<file path="src/rtl/js_input_pkg.sv">
// Shared constants and types for the js_input_conditioner front-end.
// Latency: n/a (declarations only).
// Backpressure: n/a (no flow control; inputs are free-running pad levels).
package js_input_pkg;

   localparam int JS_IN_WIDTH        = 8;
   localparam int JS_SYNC_STAGES     = 2;
   localparam int JS_DEBOUNCE_CYCLES = 16;

   // Width of a counter that must reach cycles-1; never narrower than 1 bit.
   function automatic int js_cnt_width(input int cycles);
      int w;
      w = 1;
      while ((1 << w) < cycles) w++;
      return w;
   endfunction

   typedef enum logic [1:0] {
      PULSE_NONE = 2'd0,
      PULSE_RISE = 2'd1,
      PULSE_FALL = 2'd2
   } pulse_kind_e;

endpackage

</file>
<file path="src/rtl/js_debounce_bit.sv">
// One input bit: synchroniser chain, optional debounce counter, level and edge pulses.
// Latency: SYNC_STAGES+DEBOUNCE_CYCLES-1 edges with JS_INPUT_DEBOUNCE_EN, else SYNC_STAGES.
// Backpressure: none; ena=0 freezes the level, clears the count and suppresses pulses.
//
// Ports: clk, rst (sync, active-high), ena, raw_in (async pad bit),
//        clean_out (accepted level), rise_pulse / fall_pulse (registered, one cycle),
//        change_nxt (pulse about to be registered; lets the parent register its OR alongside).
// Build option: JS_INPUT_DEBOUNCE_EN enables the debounce counter.
module js_debounce_bit
   import js_input_pkg::*;
#(
   parameter int SYNC_STAGES = JS_SYNC_STAGES
`ifdef JS_INPUT_DEBOUNCE_EN
  ,parameter int DEBOUNCE_CYCLES = JS_DEBOUNCE_CYCLES
`endif
) (
   input  logic clk,
   input  logic rst,
   input  logic ena,
   input  logic raw_in,
   output logic clean_out,
   output logic rise_pulse,
   output logic fall_pulse,
   output logic change_nxt
);

   logic [SYNC_STAGES-1:0] sync_q;
   logic                   s;
   logic                   stable_q;
   logic                   accept;
   pulse_kind_e            pulse_nxt;

   // Synchroniser runs regardless of ena so the pad level is always current.
   always_ff @(posedge clk) begin
      if (rst) begin
         sync_q <= '0;
      end else begin
         sync_q <= {sync_q[SYNC_STAGES-2:0], raw_in};
      end
   end

   assign s = sync_q[SYNC_STAGES-1];

`ifdef JS_INPUT_DEBOUNCE_EN
   localparam int                CNT_W   = js_cnt_width(DEBOUNCE_CYCLES);
   localparam logic [CNT_W-1:0]  CNT_MAX = CNT_W'(DEBOUNCE_CYCLES - 1);

   logic [CNT_W-1:0] cnt_q;

   // The accepting edge is the DEBOUNCE_CYCLES-th consecutive mismatch.
   assign accept = ena && (s != stable_q) && (cnt_q == CNT_MAX);

   // Any match, any disabled cycle, or an accept returns the count to zero,
   // so every new mismatch run starts counting from scratch.
   always_ff @(posedge clk) begin
      if (rst) begin
         cnt_q <= '0;
      end else if (!ena || (s == stable_q) || (cnt_q == CNT_MAX)) begin
         cnt_q <= '0;
      end else begin
         cnt_q <= cnt_q + 1'b1;
      end
   end
`else
   assign accept = ena && (s != stable_q);
`endif

   always_comb begin
      pulse_nxt = PULSE_NONE;
      if (accept) begin
         pulse_nxt = s ? PULSE_RISE : PULSE_FALL;
      end
   end

   assign change_nxt = (pulse_nxt != PULSE_NONE);

   // Pulses are registered on the same edge that updates the level, so they
   // line up with the clean_out transition and can never both be high.
   always_ff @(posedge clk) begin
      if (rst) begin
         stable_q   <= 1'b0;
         rise_pulse <= 1'b0;
         fall_pulse <= 1'b0;
      end else begin
         if (accept) begin
            stable_q <= s;
         end
         rise_pulse <= (pulse_nxt == PULSE_RISE);
         fall_pulse <= (pulse_nxt == PULSE_FALL);
      end
   end

   assign clean_out = stable_q;

endmodule

</file>
<file path="src/rtl/js_input_conditioner.sv">
// Pad input front-end: per-bit sync + debounce, clean levels, rise/fall pulses, any_change.
// Latency: SYNC_STAGES+DEBOUNCE_CYCLES-1 edges with JS_INPUT_DEBOUNCE_EN, else SYNC_STAGES.
// Backpressure: none; ena=0 holds levels, restarts debouncing and forces pulses to 0.
//
// Ports: clk, rst (sync, active-high, wins over ena), ena, raw_in[WIDTH] (ui_in pads),
//        clean_out[WIDTH], rise_pulse[WIDTH], fall_pulse[WIDTH], any_change.
// Build option: JS_INPUT_DEBOUNCE_EN enables the debounce counters; without it
//        DEBOUNCE_CYCLES only goes through the range check.
module js_input_conditioner
   import js_input_pkg::*;
#(
   parameter int WIDTH           = JS_IN_WIDTH,
   parameter int SYNC_STAGES     = JS_SYNC_STAGES,
   parameter int DEBOUNCE_CYCLES = JS_DEBOUNCE_CYCLES
) (
   input  logic             clk,
   input  logic             rst,
   input  logic             ena,
   input  logic [WIDTH-1:0] raw_in,
   output logic [WIDTH-1:0] clean_out,
   output logic [WIDTH-1:0] rise_pulse,
   output logic [WIDTH-1:0] fall_pulse,
   output logic             any_change
);

   logic [WIDTH-1:0] change_nxt;

   if ((SYNC_STAGES < 2) || (SYNC_STAGES > 4) ||
       (DEBOUNCE_CYCLES < 2) || (DEBOUNCE_CYCLES > 256)) begin : g_bad_param
      $error("js_input_conditioner: SYNC_STAGES must be 2..4, DEBOUNCE_CYCLES 2..256");
   end

   for (genvar i = 0; i < WIDTH; i++) begin : g_bit
      js_debounce_bit #(
         .SYNC_STAGES     (SYNC_STAGES)
`ifdef JS_INPUT_DEBOUNCE_EN
        ,.DEBOUNCE_CYCLES (DEBOUNCE_CYCLES)
`endif
      ) u_bit (
         .clk        (clk),
         .rst        (rst),
         .ena        (ena),
         .raw_in     (raw_in[i]),
         .clean_out  (clean_out[i]),
         .rise_pulse (rise_pulse[i]),
         .fall_pulse (fall_pulse[i]),
         .change_nxt (change_nxt[i])
      );
   end

   // Built from the per-bit next-pulse terms so it is registered on the same
   // edge as the pulses themselves rather than one cycle behind.
   always_ff @(posedge clk) begin
      if (rst) begin
         any_change <= 1'b0;
      end else begin
         any_change <= |change_nxt;
      end
   end

endmodule

</file>
<file path="config.mk">
export PLATFORM = sky130hd
export DESIGN_NAME = js_input_conditioner
export DESIGN_NICKNAME = d
export VERILOG_FILES = /design/src/rtl/js_input_pkg.sv /design/src/rtl/js_debounce_bit.sv /design/src/rtl/js_input_conditioner.sv
export SDC_FILE = /design/constraint.sdc
export NUM_CORES = 1
export LEC_CHECK = 0
export CORE_AREA = 2 2 57 59
export CTS_CLUSTER_SIZE = 10
export DETAILED_ROUTE_END_ITERATION = 10
export DIE_AREA = 0 0 59 61
export GPL_TIMING_DRIVEN = 0
export PLACE_DENSITY = 0.84
export SYNTH_ARGS = -nofsm -noshare
export SYNTH_HDL_FRONTEND = slang
export SYNTH_HIERARCHICAL = 1
export SYNTH_SLANG_ARGS = --single-unit
</file>
<file path="constraint.sdc">
create_clock -name clk -period 1.28 [get_ports clk]
set_input_delay 0.256 -clock clk [delete_from_list [all_inputs] [get_ports clk]]
set_output_delay 0.256 -clock clk [all_outputs]
set_load 0.02 [all_outputs]
</file>
==> flow_summary.json <==
{
  "vias": 946,
  "cts_tree": "done",
  "critical_path_buf_inv_count": 1,
  "synth_top_area_share_pct": 62.2,
  "coreArea_mm2": 0.00295,
  "drtIter0Drc": 25,
  "rows": 20,
  "grt_max_degree": 34,
  "reg2reg_slack_ps": 140,
  "synth_common_cells": "dfxtp_1 (41), nand2b_1 (24), nor2_1 (24)",
  "die-width_um": 59,
  "p_total_uw": 2360,
  "final_nets": 177,
  "clock_skew_ps": 7.15,
  "setup_viol": 0,
  "startpoint": "g_bit[0].u_bit/rise_pulse",
  "overflow": 0,
  "drt-wirelength-per-cell_um": 11.2,
  "timing.rr.end": "any_change",
  "yosys.cell_count.top_type": "dfxtp_1",
  "syn_nets": 135,
  "drt_wl_total_um": 2250,
  "grt_pass1_vias": 942,
  "cp-start-kind": "flip-flop",
  "ys_types": 8,
  "cp.required_ps": 1020,
  "p_leak_uw": 0.000721,
  "cts_max_level": 2,
  "crit_family": "flip-flops",
  "ant_nets": 0,
  "ir_worst_vdd_mv": 0.867,
  "synth_warnings": 6,
  "ys_ff_latch": 41,
  "synth-edff-count": 0,
  "die_y_um": 61,
  "via_per_inst": 4.73,
  "fin_crit_sh_pct": 96.3,
  "critPathCaptureType": "output pin",
  "syn2layout_area_growth_pct": 30.9,
  "clk_pin_slew_worst_paths_ps": 110,
  "dp_hpwl_um": 1570,
  "netlist_instances": 124,
  "status": "finished clean",
  "r2r_cells": 4,
  "gp_congestion": 0.674,
  "fmax_mhz": 812,
  "slew_headroom_pct": 35.0,
  "drtPass1Iterations": 4,
  "timing.hold.worst_path_depth": 2,
  "start_util_pct": 44.7,
  "regToRegStartpoint": "g_bit[1].u_bit/clean_out",
  "cts_buffers": 5,
  "clkPwrFrac_pct": 36.4,
  "min_path_type": "input pin to flip-flop",
  "powerDensity_mw_per_mm2": 1370,
  "final.min_clock_period_ps": 1230,
  "grt_pass1_wl_um": 3770,
  "n_fill_cell": 269,
  "syn_avg_cell_area_um2": 10.6,
  "synth_area_mm2": 0.00132,
  "fin_util_pct": 58.5,
  "synth_top_cell_by_area": "dfxtp_1",
  "ctsHoldBuffers": 0,
  "die_area_mm2": 0.00360,
  "min-delay-start": "raw_in[5]",
  "slowest_delay_ps": 320,
  "ios": 36,
  "cts_setup_buffers": 0,
  "synth_ff_type": "dfxtp_1",
  "synth_area_leaders": "dfxtp_1 (62%), nand2b_1 (11%), nor2b_1 (7.6%)",
  "tightest_slew_ps": 975,
  "crit_arrival_ps": 980,
  "hold_end": "g_bit[5].u_bit/sync_q[0]",
  "cell_internal_pwr_uw": 1870,
  "power_frac_seq_pct": 56.5,
  "crit_slowest_cell": "dfxtp_1",
  "clk_latency_ps": 340,
  "crit_fanout": 1,
  "worstSetupPathType": "flip-flop to output pin",
  "antenna_found_initial": 0,
  "drc": 0,
  "comb_power_share_pct": 7.1,
  "worstSetupPathDepth": 1,
  "drive_gt1_share_pct": 17.4,
  "max_cap_viol_count": 0,
  "p_sw_share_pct": 20.8,
  "synthArstFlopShare_pct": 0,
  "buffer_ports.inserted": 35,
  "clk_path_buf_depth": 2,
  "ys_seq_area_share_pct": 62.2,
  "cts_root_buf": "clkbuf_4",
  "hold_violations": 0,
  "clkSinkCount": 41,
  "p_switching_uw": 491,
  "grt.total_usage_pct": 14.4,
  "path_cells": "dlygate4sd2_1",
  "drv_slew": 0,
  "antenna_cells": 0,
  "rsz0062_at_grt": "false"
}
[metal layers]
metal	up-vias	track usage [%]	routed length [µm]
met5	-	0	0
met4	0	5.84	40
met2	23	24.8	1120
li1	488	-	-
met1	431	15.3	943
met3	4	6.82	140
[per-stage QoR]
| step | setup slack, ps | instance area (µm²) | TNS, ps | instances | hold slack (ps) |
|---|---|---|---|---|---|
| 2_1_floorplan | 166 | 1320 | 0 | 124 | 325 |
| 3_5_place_dp | -817 | 1710 | -20110 | 192 | 420 |
| 4_1_cts | -15.3 | 1780 | -15.3 | 200 | 429 |
| 3_3_place_gp | -788 | 1710 | -18410 | 192 | 416 |
| 5_1_grt | 0.113 | 1730 | 0 | 200 | 422 |
| 6_report | 47.9 | 1730 | 0 | 200 | 448 |
[cell usage in the layout (no fill, tap or decap)]
master           instances
buf_2                    6
clkbuf_8                 1
dfxtp_1                 36
nor2b_1                 16
clkbuf_2                 9
nand2b_1                24
clkdlybuf4s15_1          8
dlygate4sd2_1            2
clkbuf_4                 5
clkbuf_1                 1
nor2_1                  24
bufinv_16                1
clkdlybuf4s15_2          2
clkdlybuf4s50_1          8
a21oi_1                  1
mux2i_1                  8
nor4_1                   2
dfxtp_2                  5
a21boi_1                 8
[repair_timing]
| action | CTS | global route |
|---|---|---|
| gates resized for setup | 51 | 29 |
| endpoints found under the setup margin | 60 | 30 |
| gates cloned | 0 | 0 |
[kinds of logic after synthesis]
| logic type | synth area share [%] |
|---|---|
| AO/OA/AOI/OAI | 4.93 |
| AND/OR/NAND/NOR | 26.8 |
| flip-flops | 62.2 |
| multiplexers | 6.07 |
[flip-flops by register name (all words and copies together), names as in the netlist]
name / count
g_bit.u_bit/clean_out: 8
g_bit.u_bit/sync_q: 16
any_change: 1
g_bit.u_bit/fall_pulse: 8
g_bit.u_bit/rise_pulse: 8
[worst max path at each step]
stage	slack (ps)	endpoint
floorplan	170	any_change
global placement	-790	any_change
detailed placement	-820	any_change
CTS	-20	any_change
global route	0.1	rise_pulse[0]
finish	50	rise_pulse[0]
[final cells by class]
type / count / area [µm²] / area share [%]
Clock buffer: 7 / 55.1 / 3.19
Tap cell: 33 / 41.3 / 2.39
Multi-Input combinational cell: 83 / 498 / 28.8
Timing Repair Buffer: 35 / 275 / 15.9
Clock inverter: 1 / 30.0 / 1.74
Sequential cell: 41 / 827 / 47.9
[power groups by stage]
| stage | Sequential [µW] | Combinational (µW) | Clock, µW |
|---|---|---|---|
| after floorplan | 1380 | 69.2 | 0 |
| after global placement | 1360 | 179 | 0 |
| after detailed placement | 1360 | 184 | 0 |
| after CTS | 1330 | 174 | 885 |
| after global routing | 1340 | 186 | 941 |
| final | 1330 | 168 | 858 |
Power figures use the tool's default switching activity.
